==> src/rtl/elevator_pkg.sv <==
// Shared types for the N-floor elevator controller.
//   state_e      : controller FSM states
//   dir_e        : remembered travel direction for SCAN reversal
//   req_flags_t  : request flags presented by the pending register to the FSM
package elevator_pkg;

  typedef enum logic [2:0] {
    ST_IDLE,
    ST_UP,
    ST_DOWN,
    ST_DOOR,
    ST_FAULT
  } state_e;

  typedef enum logic {
    DIR_UP   = 1'b0,
    DIR_DOWN = 1'b1
  } dir_e;

  typedef struct packed {
    logic here;   // pending request at the registered floor
    logic above;  // any pending request above the registered floor
    logic below;  // any pending request below the registered floor
    logic press;  // a call for the registered floor is being made this cycle
  } req_flags_t;

endpackage

==> src/rtl/elevator_ctrl_n_if.sv <==
// Button/sensor inputs and motor/door outputs of the elevator controller.
//   master : drives current_floor and button calls, observes commands
//   slave  : the controller
interface elevator_ctrl_n_if #(
  parameter int unsigned NUM_FLOORS = 8
);
  localparam int unsigned FLOOR_W = $clog2(NUM_FLOORS);

  logic [FLOOR_W-1:0]    current_floor;
  logic [NUM_FLOORS-1:0] buttons_in;
  logic [NUM_FLOORS-1:0] buttons_out;
  logic [NUM_FLOORS-1:0] pending;
  logic                  dir_up;
  logic                  dir_down;
  logic                  door_open;
  logic                  fault;

  modport master (
    output current_floor, buttons_in, buttons_out,
    input  pending, dir_up, dir_down, door_open, fault
  );

  modport slave (
    input  current_floor, buttons_in, buttons_out,
    output pending, dir_up, dir_down, door_open, fault
  );

endinterface

==> src/rtl/elevator_req_reg.sv <==
// Pending-request register with here/above/below flag generation.
//   floor_in  : raw floor sensor, registered here so flags use a stable floor
//   req       : combined cabin and hall calls
//   clr_here  : drop the request at the registered floor (door phase)
//   pending   : latched outstanding requests (registered)
//   flags_c   : combinational flags derived from pending and the registered floor
module elevator_req_reg
  import elevator_pkg::*;
#(
  parameter  int unsigned NUM_FLOORS = 8,
  localparam int unsigned FLOOR_W    = $clog2(NUM_FLOORS)
) (
  input  logic                  clk,
  input  logic                  reset,
  input  logic [FLOOR_W-1:0]    floor_in,
  input  logic [NUM_FLOORS-1:0] req,
  input  logic                  clr_here,
  output logic [NUM_FLOORS-1:0] pending,
  output req_flags_t            flags_c
);

  logic [FLOOR_W-1:0]    floor_q;
  logic [NUM_FLOORS-1:0] pending_next;

  // Set from any call; the clear at the door floor wins over a simultaneous press.
  always_comb begin
    pending_next = pending | req;
    for (int unsigned i = 0; i < NUM_FLOORS; i++) begin
      if (clr_here && (FLOOR_W'(i) == floor_q)) pending_next[i] = 1'b0;
    end
  end

  // Position of every pending bit relative to the registered floor.
  always_comb begin
    flags_c = '0;
    for (int unsigned i = 0; i < NUM_FLOORS; i++) begin
      if (FLOOR_W'(i) == floor_q) begin
        flags_c.here  = flags_c.here  | pending[i];
        flags_c.press = flags_c.press | req[i];
      end
      if (FLOOR_W'(i) > floor_q) flags_c.above = flags_c.above | pending[i];
      if (FLOOR_W'(i) < floor_q) flags_c.below = flags_c.below | pending[i];
    end
  end

  always_ff @(posedge clk or posedge reset) begin
    if (reset) begin
      pending <= '0;
      floor_q <= '0;
    end else begin
      pending <= pending_next;
      floor_q <= floor_in;
    end
  end

endmodule

==> src/rtl/elevator_ctrl_n.sv <==
// N-floor SCAN elevator controller: FSM, door timer and registered commands.
//   clk, reset : clock and asynchronous active-high reset
//   bus        : sensor/button inputs, pending/motor/door/fault outputs
module elevator_ctrl_n
  import elevator_pkg::*;
#(
  parameter int unsigned NUM_FLOORS  = 8,
  parameter int unsigned DOOR_CYCLES = 4
) (
  input logic              clk,
  input logic              reset,
  elevator_ctrl_n_if.slave bus
);

  localparam int unsigned TIMER_W = (DOOR_CYCLES > 1) ? $clog2(DOOR_CYCLES) : 1;
  localparam logic [TIMER_W-1:0] DOOR_LOAD = TIMER_W'(DOOR_CYCLES - 1);

  state_e               state, state_next;
  dir_e                 last_dir, last_dir_next;
  logic [TIMER_W-1:0]   timer, timer_next;
  req_flags_t           flags_c;
  logic                 fault_in_c;
  logic                 clr_here_c;
  logic                 dir_up_q, dir_down_q, door_open_q, fault_q;

  elevator_req_reg #(
    .NUM_FLOORS (NUM_FLOORS)
  ) u_req (
    .clk      (clk),
    .reset    (reset),
    .floor_in (bus.current_floor),
    .req      (bus.buttons_in | bus.buttons_out),
    .clr_here (clr_here_c),
    .pending  (bus.pending),
    .flags_c  (flags_c)
  );

  assign fault_in_c = (32'(bus.current_floor) >= NUM_FLOORS);
  // The door floor's request is dropped on the entry edge and for the whole door phase.
  assign clr_here_c = (state == ST_DOOR) || (state_next == ST_DOOR);

  // Next state, door timer and travel memory.
  always_comb begin
    state_next    = state;
    timer_next    = timer;
    last_dir_next = last_dir;
    if (fault_in_c) begin
      state_next = ST_FAULT;
    end else begin
      case (state)
        ST_IDLE: begin
          if (flags_c.here) begin
            state_next = ST_DOOR;
            timer_next = DOOR_LOAD;
          end else if (flags_c.above) begin
            state_next = ST_UP;
          end else if (flags_c.below) begin
            state_next = ST_DOWN;
          end
        end
        ST_UP: begin
          if (flags_c.here) begin
            state_next    = ST_DOOR;
            timer_next    = DOOR_LOAD;
            last_dir_next = DIR_UP;
          end
        end
        ST_DOWN: begin
          if (flags_c.here) begin
            state_next    = ST_DOOR;
            timer_next    = DOOR_LOAD;
            last_dir_next = DIR_DOWN;
          end
        end
        ST_DOOR: begin
          if (flags_c.press) begin
            timer_next = DOOR_LOAD;
          end else if (timer == '0) begin
            // SCAN: keep heading while work remains ahead, else reverse.
            if (last_dir == DIR_UP) begin
              state_next = flags_c.above ? ST_UP : (flags_c.below ? ST_DOWN : ST_IDLE);
            end else begin
              state_next = flags_c.below ? ST_DOWN : (flags_c.above ? ST_UP : ST_IDLE);
            end
          end else begin
            timer_next = timer - TIMER_W'(1);
          end
        end
        ST_FAULT: state_next = ST_FAULT;
        default:  state_next = ST_IDLE;
      endcase
    end
  end

  // State, timer and Moore outputs registered from the next state.
  always_ff @(posedge clk or posedge reset) begin
    if (reset) begin
      state       <= ST_IDLE;
      timer       <= '0;
      last_dir    <= DIR_UP;
      dir_up_q    <= 1'b0;
      dir_down_q  <= 1'b0;
      door_open_q <= 1'b0;
      fault_q     <= 1'b0;
    end else begin
      state       <= state_next;
      timer       <= timer_next;
      last_dir    <= last_dir_next;
      dir_up_q    <= (state_next == ST_UP);
      dir_down_q  <= (state_next == ST_DOWN);
      door_open_q <= (state_next == ST_DOOR);
      fault_q     <= (state_next == ST_FAULT);
    end
  end

  assign bus.dir_up    = dir_up_q;
  assign bus.dir_down  = dir_down_q;
  assign bus.door_open = door_open_q;
  assign bus.fault     = fault_q;

endmodule

==> src/flat_wrapper.sv <==
// flat-port wrapper written by rule: the top's interface ports become plain ports
module elevator_ctrl_n_flat import elevator_pkg::*;
#(
  parameter int unsigned NUM_FLOORS  = 8,
  parameter int unsigned DOOR_CYCLES = 4
)
  (clk, reset, bus_current_floor, bus_buttons_in, bus_buttons_out, bus_pending, bus_dir_up, bus_dir_down, bus_door_open, bus_fault);
  elevator_ctrl_n_if #(.NUM_FLOORS(NUM_FLOORS)) bus_i ();
  input logic clk;
  input logic reset;
  input wire logic [$bits(bus_i.current_floor)-1:0] bus_current_floor;
  input wire logic [$bits(bus_i.buttons_in)-1:0] bus_buttons_in;
  input wire logic [$bits(bus_i.buttons_out)-1:0] bus_buttons_out;
  output wire logic [$bits(bus_i.pending)-1:0] bus_pending;
  output wire logic [$bits(bus_i.dir_up)-1:0] bus_dir_up;
  output wire logic [$bits(bus_i.dir_down)-1:0] bus_dir_down;
  output wire logic [$bits(bus_i.door_open)-1:0] bus_door_open;
  output wire logic [$bits(bus_i.fault)-1:0] bus_fault;
  assign bus_i.current_floor = bus_current_floor;
  assign bus_i.buttons_in = bus_buttons_in;
  assign bus_i.buttons_out = bus_buttons_out;
  assign bus_pending = bus_i.pending;
  assign bus_dir_up = bus_i.dir_up;
  assign bus_dir_down = bus_i.dir_down;
  assign bus_door_open = bus_i.door_open;
  assign bus_fault = bus_i.fault;
  elevator_ctrl_n #(.NUM_FLOORS(NUM_FLOORS), .DOOR_CYCLES(DOOR_CYCLES)) u_core (.clk(clk), .reset(reset), .bus(bus_i));
endmodule
==> config.mk <==
export PLATFORM = sky130hd
export DESIGN_NAME = elevator_ctrl_n_flat
export DESIGN_NICKNAME = d
export VERILOG_FILES = /design/src/rtl/elevator_pkg.sv /design/src/rtl/elevator_ctrl_n_if.sv /design/src/rtl/elevator_req_reg.sv /design/src/rtl/elevator_ctrl_n.sv /design/src/flat_wrapper.sv
export SDC_FILE = /design/constraint.sdc
export NUM_CORES = 1
export LEC_CHECK = 0
export CORE_MARGIN = 4
export CORE_UTILIZATION = 46
export DETAILED_ROUTE_END_ITERATION = 16
export GPL_ROUTABILITY_DRIVEN = 0
export PLACE_DENSITY_LB_ADDON = 0.2
export REMOVE_ABC_BUFFERS = 1
export SETUP_SLACK_MARGIN = 0.05
export SLEW_MARGIN = 15
export SYNTH_ARGS = -nofsm -noshare
export SYNTH_HDL_FRONTEND = slang
export SYNTH_SLANG_ARGS = --single-unit
export TNS_END_PERCENT = 50
==> constraint.sdc <==
create_clock -name clk -period 2.4 [get_ports clk]
set_clock_uncertainty 0.2 [all_clocks]
set_input_delay 0.48 -clock clk [delete_from_list [all_inputs] [get_ports clk]]
set_output_delay 0.48 -clock clk [all_outputs]
set_load 0.005 [all_outputs]
==> flow_summary.json, run 1 <==
{
  "switch_share_pct": 27.78,
  "maximum_number_of_pins_on_one_net_before_global_route_repair": 22,
  "crit_path_frequent_cell": "buf_4",
  "core.rowCount": 17,
  "overall_fraction_of_global_route_tracks_in_use_pct": 19.44,
  "transition_time_at_the_pin_with_the_least_slew_margin_ns": 0.4361,
  "reg_to_reg_critical_path_startpoint": "u_core.u_req.floor_q[1]",
  "share_clk_of_total_power_pct": 24.5,
  "highest-signal-layer": "met4",
  "die_height_microns": 58.08,
  "ys_ff_latch": 21,
  "cts_inserted_buffers": 3,
  "crit_path_start_kind": "flip-flop",
  "cts_htree_levels": 1,
  "clkTransAtPathRegs_ns": 0.13,
  "io_pins": 33,
  "count_of_flip_flops_with_a_built_in_enable_after_synthesis": 0,
  "r2r_slack_ns": 0.10,
  "final.fill_count": 192,
  "grt_first_pass_wirelength_mm": 4.981,
  "yosys_warnings": 0,
  "placed_cells": 183,
  "die_area_sq_um": 3373,
  "synth.lib_cells_used.distinct": 31,
  "power.ir.vdd_worst_uv": 441.4,
  "slew_violations": 0,
  "max_freq_ghz": 0.4351,
  "mappedNetlistArea_sq_um": 1154,
  "ys_async_sr_fraction_pct": 100.0,
  "worstPathBufferInverterCount": 2,
  "total_leakage_power_nw": 0.6725,
  "share_seq_of_total_power_pct": 55.0,
  "power.net_switching_mw": 0.2003,
  "finalSetupViolations": 0,
  "cts_sinks": 21,
  "worst_ep_required_time_ns": 2.41,
  "tritoncts": "yes",
  "post_dp_cell_area_sq_um": 1553,
  "grt_setup_unrepaired": "yes",
  "layout_area_growth_over_synthesis_pct": 40.78,
  "timing.hold.worst.class": "flip-flop to flip-flop",
  "rr_worst_depth": 8,
  "critical_path_cell_count": 8,
  "detail_route.vias_per_cell": 5.656,
  "grt_pass1_vias": 1081,
  "whs_ns": 0.2745,
  "worst_skew_pair_later_pin_latency_ns": 0.31,
  "power.share.combinational_pct": 20.5,
  "critical-path-slowest-cell": "dfrtp_2",
  "layout_worst_path_cycle_share_pct": 95.77,
  "met1_length_mm": 1.263,
  "initial_antenna_violation_count": 0,
  "synthesis.area_per_instance_sq_um": 9.776,
  "critPathArrivalTime_ns": 2.31,
  "detail_route.first_pass.iterations": 4,
  "detailroute.via_count": 1069,
  "number_of_drc_markers_after_the_initial_detailed_route_iteration": 26,
  "floorplan.core_area_sq_um": 2297,
  "timing_hold_violations_final": 0,
  "detailroute.wirelength.met2_mm": 1.514,
  "drt-total-wl_mm": 2.983,
  "ys.flop_type": "dfrtp_1",
  "antenna_cells_inserted": 0,
  "clock_path_buffers": 2,
  "route.met3.wl_microns": 142,
  "yosysMostFrequentCell": "dfrtp_1",
  "post-route-util_pct": 70.70,
  "final_period_minus_worst_setup_slack_ns": 2.298,
  "design_area_sq_um": 1624,
  "grt.overflow.total": 0,
  "cell_chain_critical_path": "buf_4 > buf_4 > nor3b_1 > o41ai_1 > a21oi_1 > or3b_1 > o2bb2ai_2 > and2_1",
  "portBuffers": 32,
  "postRouteAntennaNets": 0,
  "power_per_standard_cell_area_nw_per_um2": 444.1,
  "synth_top_cell_area_share_pct": 45.55,
  "synth.area.top_cells": "dfrtp_1, mux4_1, nor2_1",
  "die_x_microns": 58.08,
  "nNetsFinal": 184,
  "max-slew-margin-rel_pct": 70.55,
  "status": "completed",
  "detail_route.wl_per_cell_microns": 15.78,
  "post_route_cells_drive_above_1_share_pct": 15.53,
  "holdCritStartpoint": "u_core.timer[0]",
  "synth_seq_area_share_pct": 45.55,
  "crit_start": "u_core.u_req.floor_q[1]",
  "critPathCaptureType": "flip-flop",
  "instances_no_fill": 189,
  "place.detailed.hpwl_mm": 2.301,
  "crit_path_max_incr_delay_ns": 0.50,
  "path_max_fanout": 8,
  "ctsHoldBuffers": 0,
  "initial_core_util_pct": 50.22,
  "cpLargestDelayFamily": "compound AO/OA/AOI/OAI gates",
  "timing_worst_setup_path_type": "flip-flop to flip-flop",
  "postSynthCellCount": 118,
  "synth_top_area_cell": "dfrtp_1",
  "internal-power_mw": 0.5208,
  "detail_route.drc_violations": 0,
  "clockRootBuffer": "clkbuf_4",
  "yosys-top-cells-count": "dfrtp_1, nor2_1, nor3_1, inv_1, a21oi_1",
  "hold-path-cell-count": 1,
  "maxCapViolCount": 0
}
[layout by cell type (no fill, tap or decap), types with 3 or more instances in the layout]
master and n:
clkdlybuf4s50_1 32, dfrtp_1 20, nor2_1 19, nor3_1 13, buf_4 12, inv_1 10
a21oi_1 8, nand2_1 6, mux4_1 4, a31oi_1 4, o22ai_1 3, clkbuf_4 3
[stage by stage]
| stage | setup TNS, ns | power, mW | worst slack, ns |
|---|---|---|---|
| 2_1_floorplan | 0 | 0.4594 | 0.06933 |
| 3_3_place_gp | -0.8404 | 0.5380 | -0.2245 |
| 3_5_place_dp | -1.639 | 0.5438 | -0.3444 |
| 4_1_cts | 0 | 0.7213 | 0.05046 |
| 5_1_grt | 0 | 0.7499 | 0.02318 |
| 6_report | 0 | 0.7212 | 0.1016 |
[registers in the layout (all words and copies together) (netlist names)]
register and count:
u_core.u_req.pending 8, u_core.last_dir 1, u_core.bus.fault 1, u_core.bus.dir_up 1, u_core.u_req.floor_q 3, u_core.bus.door_open 1, u_core.state 3, u_core.bus.dir_down 1
u_core.timer 2
[kinds of logic (layout without fill, tap and decap cells)]
family / Yosys count / after routing / synth area share (%)
compound gates: 30 / 30 / 17.90
fa+ha+maj: 1 / 1 / 1.084
buf+inv: 15 / 58 / 5.966
flops: 21 / 21 / 45.55
mux: 5 / 5 / 11.06
simple gates: 46 / 46 / 18.44
[layout make-up]
type | count | area [sq um] | share of cell area, %
Tap cell | 28 | 35.03 | 2.157
Inverter | 10 | 37.54 | 2.311
Sequential cell | 21 | 526.8 | 32.43
Timing Repair Buffer | 44 | 410.4 | 25.27
Clock inverter | 1 | 5.005 | 0.3082
Clock buffer | 3 | 22.52 | 1.387
Multi-Input combinational cell | 82 | 586.8 | 36.13
[repair_timing]
action | CTS | global route
resized for setup | 4 | 3
pin swaps | 1 | 0
setup buffers | 2 | 0
endpoints found under the setup margin | 4 | 5
[power by group through the flow]
stage               Combinational (mW)  Clock (mW)  Sequential [mW]
floorplan                       0.0627           0            0.397
global placement                 0.137           0            0.401
detailed placement               0.141           0            0.403
CTS                              0.146       0.179            0.396
global route                     0.161       0.189            0.400
finish                           0.148       0.177            0.397
[per-layer routing]
layer  global-route usage [%]  vias up
met5                        0        -
met4                    6.954        0
met3                    2.227        8
met2                    34.68       32
met1                    24.05      515
li1                         -      514
[worst paths after layout]
path | endpoint
max | u_core.bus.dir_up
min | u_core.timer[0]
max reg2reg | u_core.bus.dir_up
min reg2reg | u_core.timer[0]
max in group asynchronous | u_core.u_req.floor_q[1]
min in group asynchronous | u_core.u_req.pending[6]
Power figures use the tool's default switching activity.
==> inputs of run 2 (changes only) <==
- GPL_ROUTABILITY_DRIVEN: 0 -> unset
==> results of run 2 <==
The final DEF is identical to that of run 1; final timing and power are the same.
